<file path="config.mk">
export PLATFORM = sky130hd
export DESIGN_NAME = button_gesture
export DESIGN_NICKNAME = d
export VERILOG_FILES = /design/src/rtl/button_gesture_pkg.sv /design/src/rtl/button_gesture_tick_divider.sv /design/src/rtl/button_gesture.sv
export SDC_FILE = /design/constraint.sdc
export NUM_CORES = 1
export LEC_CHECK = 0
export CORE_MARGIN = 3
export CORE_UTILIZATION = 40
export DETAILED_ROUTE_END_ITERATION = 8
export DONT_BUFFER_PORTS = 1
export GPL_TIMING_DRIVEN = 1
export REMOVE_ABC_BUFFERS = 1
export SYNTH_ARGS = -nofsm -noshare
export SYNTH_HDL_FRONTEND = slang
export SYNTH_SLANG_ARGS = --single-unit
export TNS_END_PERCENT = 1
</file>
<file path="constraint.sdc">
create_clock -name clock -period 2.1 [get_ports clock]
set_clock_uncertainty 0.15 [all_clocks]
set_input_delay 0.315 -clock clock [delete_from_list [all_inputs] [get_ports clock]]
set_output_delay 0.315 -clock clock [all_outputs]
set_load 0.05 [all_outputs]
</file>
<file path="src/rtl/button_gesture_pkg.sv">
// Shared definitions for the button gesture decoder: event codes, FSM states
// and an elaboration-time helper for sizing the gesture timer.
package button_gesture_pkg;

  localparam logic [1:0] EV_CLICK  = 2'd0;
  localparam logic [1:0] EV_DOUBLE = 2'd1;
  localparam logic [1:0] EV_LONG   = 2'd2;
  localparam logic [1:0] EV_REPEAT = 2'd3;

  typedef enum logic [2:0] {
    IDLE   = 3'd0,
    PRESS1 = 3'd1,
    GAP    = 3'd2,
    PRESS2 = 3'd3,
    HOLD   = 3'd4
  } state_t;

  function automatic bit timer_fits(input int w, input int a, input int b, input int c);
    int m;
    m = a;
    if (b > m) m = b;
    if (c > m) m = c;
    return m < (1 << w);
  endfunction

endpackage

</file>
<file path="src/rtl/button_gesture_tick_divider.sv">
// Free-running power-of-two prescaler; tick pulses for one cycle as the count wraps.
module button_gesture_tick_divider #(
  parameter int TICK_LOG2 = 16
) (
  input  logic clock,
  input  logic reset,
  output logic tick
);

  logic [TICK_LOG2-1:0] count;

  always_ff @(posedge clock or posedge reset) begin
    if (reset) count <= '0;
    else       count <= count + TICK_LOG2'(1);
  end

  assign tick = &count;

endmodule

</file>
<file path="src/rtl/button_gesture.sv">
// Debounced active-low push button to CLICK/DOUBLE/LONG events behind a valid/ack register.
// Define BUTTON_GESTURE_REPEAT_EN to also emit REPEAT events while the button stays held after LONG.
//   state  | meaning
//   IDLE   | released, no gesture in progress
//   PRESS1 | first press held, waiting for release or LONG
//   GAP    | released after first press, waiting for second press or CLICK timeout
//   PRESS2 | second press held, release gives DOUBLE
//   HOLD   | LONG already reported, waiting for release
module button_gesture
  import button_gesture_pkg::*;
#(
  parameter int DELAY        = 2,
  parameter int TICK_LOG2    = 16,
  parameter int LONG_TICKS   = 40,
  parameter int GAP_TICKS    = 15,
  parameter int REPEAT_TICKS = 10,
  parameter int TIMER_W      = 8
) (
  input  logic       clock,
  input  logic       reset,
  input  logic       signal_pin,
  output logic       pressed,
  output logic       event_valid,
  output logic [1:0] event_code,
  input  logic       event_ack,
  output logic       overflow
);

  localparam logic [TIMER_W-1:0] LONG_T = TIMER_W'(LONG_TICKS);
  localparam logic [TIMER_W-1:0] GAP_T  = TIMER_W'(GAP_TICKS);

  if (!timer_fits(TIMER_W, LONG_TICKS, GAP_TICKS, REPEAT_TICKS)) begin : g_timer_w_check
    $error("button_gesture: TIMER_W too narrow for the tick limits");
  end

  logic                pin_meta, pin_sync;
  logic [DELAY-1:0]    hold_cnt;
  logic                tick;
  logic [TIMER_W-1:0]  timer;
  logic                timer_clr;
  state_t              state, state_next;
  logic                emit;
  logic [1:0]          emit_code;

  // Reset the synchronizer to the released level so a held button is seen as a fresh press.
  always_ff @(posedge clock or posedge reset) begin
    if (reset) begin
      pin_meta <= 1'b1;
      pin_sync <= 1'b1;
      hold_cnt <= '0;
      pressed  <= 1'b0;
    end else begin
      pin_meta <= signal_pin;
      pin_sync <= pin_meta;
      if (~pin_sync == pressed) begin
        hold_cnt <= '0;
      end else begin
        hold_cnt <= hold_cnt + DELAY'(1);
        if (&hold_cnt) pressed <= ~pressed;
      end
    end
  end

  button_gesture_tick_divider #(.TICK_LOG2(TICK_LOG2)) u_tick (
    .clock (clock),
    .reset (reset),
    .tick  (tick)
  );

  always_ff @(posedge clock or posedge reset) begin
    if (reset) begin
      state <= IDLE;
      timer <= '0;
    end else begin
      state <= state_next;
      if (timer_clr)             timer <= '0;
      else if (tick && !(&timer)) timer <= timer + TIMER_W'(1);
    end
  end

  // Level changes are tested before timer matches so they win a same-cycle tie.
  always_comb begin
    state_next = state;
    emit       = 1'b0;
    emit_code  = EV_CLICK;
    timer_clr  = 1'b0;
    case (state)
      IDLE: if (pressed) state_next = PRESS1;
      PRESS1: begin
        if (!pressed) state_next = GAP;
        else if (timer == LONG_T) begin
          state_next = HOLD;
          emit       = 1'b1;
          emit_code  = EV_LONG;
        end
      end
      GAP: begin
        if (pressed) state_next = PRESS2;
        else if (timer == GAP_T) begin
          state_next = IDLE;
          emit       = 1'b1;
          emit_code  = EV_CLICK;
        end
      end
      PRESS2: begin
        if (!pressed) begin
          state_next = IDLE;
          emit       = 1'b1;
          emit_code  = EV_DOUBLE;
        end else if (timer == LONG_T) begin
          state_next = HOLD;
          emit       = 1'b1;
          emit_code  = EV_LONG;
        end
      end
      HOLD: begin
        if (!pressed) state_next = IDLE;
`ifdef BUTTON_GESTURE_REPEAT_EN
        else if (timer == TIMER_W'(REPEAT_TICKS)) begin
          emit      = 1'b1;
          emit_code = EV_REPEAT;
          timer_clr = 1'b1;
        end
`endif
      end
      default: state_next = IDLE;
    endcase
    if (state_next != state) timer_clr = 1'b1;
  end

  always_ff @(posedge clock or posedge reset) begin
    if (reset) begin
      event_valid <= 1'b0;
      event_code  <= EV_CLICK;
      overflow    <= 1'b0;
    end else if (emit) begin
      if (!event_valid || event_ack) begin
        event_valid <= 1'b1;
        event_code  <= emit_code;
      end else begin
        overflow <= 1'b1;
      end
    end else if (event_ack) begin
      event_valid <= 1'b0;
    end
  end

endmodule
</file>
Yosys cells after proc, flatten, opt, wreduce, memory -nomap -nowiden. Index checks and enable logic that the tools add are counted. Widths: inputs -> output; s select.

Register bits after elaboration: 36. Input bits: 4. Output and inout port bits: 5. Logic and storage cells: 64.

Add/sub/neg operators: 3. Equal/unequal tests: 9. Mux-type cells: 25. Bitwise logic cells: 4. Reduce and logical (&&, ||, !) cells: 13.

Operators with widths (number): $mux 3 (7); $add 16x1->16 const B (1); $mux 8 (2); $reduce_and 16->1 (1); $pmux 3 s5 (1); $mux 1 (9); $add 8x1->8 const B (1); $eq 8x4->1 const B (1); $eq 8x6->1 const B (1); $mux 2 (4); $reduce_and 8->1 (1); $eq 3x2->1 const B (2); $reduce_and 2->1 (3); $not 1->1 (4); $pmux 2 s2 (1); $reduce_bool 2->1 (2); $eq 3x1->1 const B (1); $eq 3x3->1 const B (1); $logic_not 3->1 (1); $ne 3x3->1 (1); $pmux 1 s3 (1); $reduce_and 3->1 (1); $add 2x1->2 const B (1); $logic_not 1->1 (2); other kinds (4) (4).

Logic depth before layout (Yosys ltp).
Word-level depth: 7. Mapped depth: 7. Gate-level depth less buffers: 7.

Cells and area by module. Synthesis repeated with hierarchy kept, for this count alone.

Cells, all modules: 161. Area total of the unflattened synthesis: 1705.4 µm².

Modules (own cells, without submodules): button_gesture (instances 1, cells an instance 100, area an instance 1013.5 µm², sequential area each 503.0 µm²); button_gesture_tick_divider (instances 1, cells an instance 61, area an instance 691.9 µm², sequential area each 400.4 µm²).

Worst setup path before layout. OpenSTA, ideal clock, no wires.

Path type: reg-to-reg. Start: reg pressed. End: reg event_code[0]. Data arrival time: 1837 ps. Data required time: 1822 ps. Slack: -14 ps. Stages on the path, launching flop included: 6. Period minus slack after synthesis: 2114 ps. Cell sequence: dfrtp_1 > clkbuf_1 > inv_1 > o31a_1 > o32ai_4 > mux2_1.

Longest elaborated chain between the ends: 3.

Ends and longest elaborated chain: start, declared (RTL line button_gesture.sv:22) `output logic pressed,`; start signal, assigned (RTL line button_gesture.sv:59) `if (&hold_cnt) pressed <= ~pressed;`; $mux 1, on equally long branches (RTL line button_gesture.sv:106, button_gesture.sv:90, button_gesture.sv:98); $pmux 1 s3 (RTL line button_gesture.sv:87) `case (state)`; $reduce_and 2->1 (no source line); end signal, assigned (RTL line button_gesture.sv:139) `event_code <= emit_code;`; end, declared (RTL line button_gesture.sv:24) `output logic [1:0] event_code,`.

Several ways; a longest one is shown, not always the timed one. A chain may end at the register's enable or synchronous reset.

Worst setup path in the final report.
Start: reg timer[0]. End: reg event_code[1].

Longest elaborated chain between the ends: 5.

Ends and longest elaborated chain: start, declared (RTL line button_gesture.sv:39) `logic [TIMER_W-1:0] timer;`; start signal, assigned (RTL line button_gesture.sv:77) `else if (tick && !(&timer)) timer <= timer + TIMER_W'(1);`; $eq 8x6->1 / $eq 8x4->1 (equally long branches) (RTL line button_gesture.sv:91, button_gesture.sv:110, button_gesture.sv:99); $mux 1, on equally long branches (RTL line button_gesture.sv:91, button_gesture.sv:110, button_gesture.sv:99); $mux 1, on equally long branches (RTL line button_gesture.sv:106, button_gesture.sv:90, button_gesture.sv:98); $pmux 1 s3 (RTL line button_gesture.sv:87); $reduce_and 2->1 (no source line).

Several ways; a longest one is shown, not always the timed one.

==> impl_metrics.env <==
export IMPL_status="complete, no violations"
export IMPL_finalNetCount=179
export IMPL_dp_cells=209
export IMPL_drv_cap=0
export IMPL_rsz0062_at_grt="true"
export IMPL_antenna_found_initial=0
export IMPL_drc=0
export IMPL_drt_iter0_markers=70
export IMPL_setup_viol=0
export IMPL_fin_crit_sh=0.994
export IMPL_synth_xor_area_frac=0.125
export IMPL_dp_hpwl_microns=2170
export IMPL_grt_pass1_wl_microns=5450
export IMPL_track_usage=0.137
export IMPL_ys_ff_latch=36
export IMPL_postSynthCellCount=157
export IMPL_numCtsBuffers=5
export IMPL_synth_area_top_cells="dfrtp_1 (51%), xor2_1 (7.3%), xnor2_1 (5.2%)"
export IMPL_io_buffer_count=0
export IMPL_synth_simple_area_share=0.200
export IMPL_yosysMostFrequentCell="dfrtp_1"
export IMPL_syn_avg_cell_area_sq_um=10.7
export IMPL_ant_nets=0
export IMPL_synth_edff_count=0
export IMPL_globalplace_congestion=0.787
export IMPL_ys_seq_area_frac=0.537
export IMPL_tns_ns=0
export IMPL_initial_utilization=0.436
export IMPL_crit_buf_inv=1
export IMPL_wirelength_microns=3090
export IMPL_layout_min_cycle_time_ns=2.09
export IMPL_fmax_ghz=0.479
export IMPL_fin_area_sq_um=1940
export IMPL_leakagePower_uw=0.000911
export IMPL_crit_chain="inv_1 -> ha_1 -> nand4b_1 -> or2_1 -> o31a_1 -> o32ai_4 -> mux2_4"
export IMPL_tightest_slew_ns=0.489
export IMPL_slew_headroom=0.671
export IMPL_ioPinCount=9
export IMPL_synth_compound_area_frac=0.0625
export IMPL_netlist_area_sq_um=1680
export IMPL_synthArstFlopShare=1.00
export IMPL_slowest_delay_ns=0.42
export IMPL_grt_overflow=0
export IMPL_syn_to_final_growth_pct=15.6
export IMPL_peakVddDrop_mv=0.559
export IMPL_htreeDepth=2
export IMPL_synth_mux_area_frac=0.0253
export IMPL_synth_top_family_by_area="simple AND/OR/NAND/NOR gates"
export IMPL_rows=22
export IMPL_die_w_microns=70.8
export IMPL_diodes=0
export IMPL_drtPass1Iterations=4
export IMPL_synth_fa_ha_area_frac=0.0223
export IMPL_hold_path_class="input port to flop"
export IMPL_reg2reg_slack_ns=0.01
export IMPL_ys_types=33
export IMPL_clk_path_buf_depth=2
export IMPL_cts_sinks=36
export IMPL_arrival_ns=2.10
export IMPL_finalMaxSlewViolations=0
export IMPL_crit_fanout=4
export IMPL_final_util=0.504
export IMPL_vias=1162
export IMPL_core_area_sq_um=3850
export IMPL_worstSkewPairLatency_ns=0.28
export IMPL_fin_cells=221
export IMPL_cellPowerDensity_nw_per_um2=1020
export IMPL_ys_flop_type="dfrtp_1"
export IMPL_grt_pass1_vias=1203
export IMPL_finalPower_uw=1980
export IMPL_yosys_warnings=0
export IMPL_clkTransAtPathRegs_ns=0.07
export IMPL_cp_required_ns=2.12
export IMPL_crit_type="flop to flop"
export IMPL_cts_root_buf="clkbuf_8"
export IMPL_avgViaCountPerCell=5.26
export IMPL_fp_dieH_microns=70.8
export IMPL_hold_viol=0
export IMPL_crit_path_end_kind="flop"
export IMPL_wl_per_cell_microns=14.0
export IMPL_grt_max_degree=37
export IMPL_ys_top_cells_by_count="dfrtp_1 (34), nor2_1 (22), xor2_1 (14)"
export IMPL_fillers=365
export IMPL_crit_path_top_delay_cell="dfrtp_1"
export IMPL_synth_largest_area_cell="dfrtp_1"
export IMPL_cts_tree="done"
export IMPL_placed_area_sq_um=1790
export IMPL_critPathLaunchType="flop"
export IMPL_crit_family="compound AO/OA/AOI/OAI gates"
export IMPL_synth_top_area_frac=0.506
export IMPL_die_area_sq_um=5020
export IMPL_drive_above_1_share=0.150
==> worst register-to-register path, stage by stage (launching register included) <==
cell,delay (ns)
dfrtp_1,0.42
inv_1,0.07
ha_1,0.14
nand4b_1,0.15
or2_1,0.28
o31a_1,0.30
o32ai_4,0.15
mux2_4,0.33
==> path summary, 6_finish.rpt <==
path | from | endpoint | cells past startpoint
worst max-delay path | timer[0] | event_code[1] | 7
worst min-delay path | event_ack | overflow | 2
worst max register to register | timer[0] | event_code[1] | 7
worst min register to register | pin_meta | pin_sync | 0
max in group asynchronous | reset | pin_sync | 3
min in group asynchronous | reset | timer[4] | 3
==> state kept, by name, summed over array words and instances (netlist names) <==
signal,count
event_code,2
overflow,1
timer,8
u_tick.count,16
hold_cnt,2
pressed,1
state,3
pin_meta,1
pin_sync,1
event_valid,1
==> kinds of logic after synthesis <==
kind of cell,count (synthesis)
AOI/OAI and AO/OA,12
xor gates and xnor gates,24
adders and majority gates,3
DFF,36
and+or+nand+nor,66
buffers and inverters,12
muxes,4
==> area by class of cell <==
cell class                      count  area [sq um]  share of cell area
Clock buffer                        6          72.6              0.0373
Sequential cell                    36           903               0.465
Inverter                            8          30.0              0.0155
Timing Repair Buffer               12          95.1              0.0489
Tap cell                           48          60.1              0.0309
Clock inverter                      2          35.0              0.0180
Multi-Input combinational cell    109           747               0.384
==> cell usage in the layout (no fill, tap or decap), types with 3 or more instances in the layout <==
| cell | n |
|---|---|
| nand2_1 | 6 |
| nand3_1 | 9 |
| and3_1 | 3 |
| nand4_1 | 9 |
| xor2_1 | 14 |
| dfrtp_1 | 34 |
| inv_1 | 8 |
| clkbuf_8 | 5 |
| nor3_1 | 3 |
| buf_4 | 10 |
| ha_1 | 3 |
| xnor2_1 | 10 |
| nor2_1 | 21 |
| a21oi_1 | 3 |
==> where the power goes <==
group / switching (uW) / total (uW) / internal [uW]
clock network: 238 / 590 / 352
registers: 146 / 911 / 764
logic: 279 / 476 / 197
total: 663 / 1980 / 1310
==> layer usage <==
layer  vias to the layer above  routed length (microns)  GRT usage
li1                        570                        -          -
met1                       580                     1480      0.180
met2                        10                     1490      0.215
met3                         2                       99     0.0440
met4                         0                       19     0.0459
met5                         -                        0          0
==> through the flow <==
step           setup slack [ns]  hold WS [ns]
6_report                 0.0127         0.167
3_3_place_gp             0.0861         0.170
2_1_floorplan            0.0858         0.169
3_5_place_dp            0.00715         0.170
5_1_grt                 -0.0574         0.164
4_1_cts                 0.00431         0.158
==> what timing repair did <==
action	CTS	global route
hold buffers	2	0
hold endpoints to repair	35	0
setup endpoints to repair	0	11
setup buffers	0	2
gates resized for setup	0	4
(Power assumes the default switching activity.)
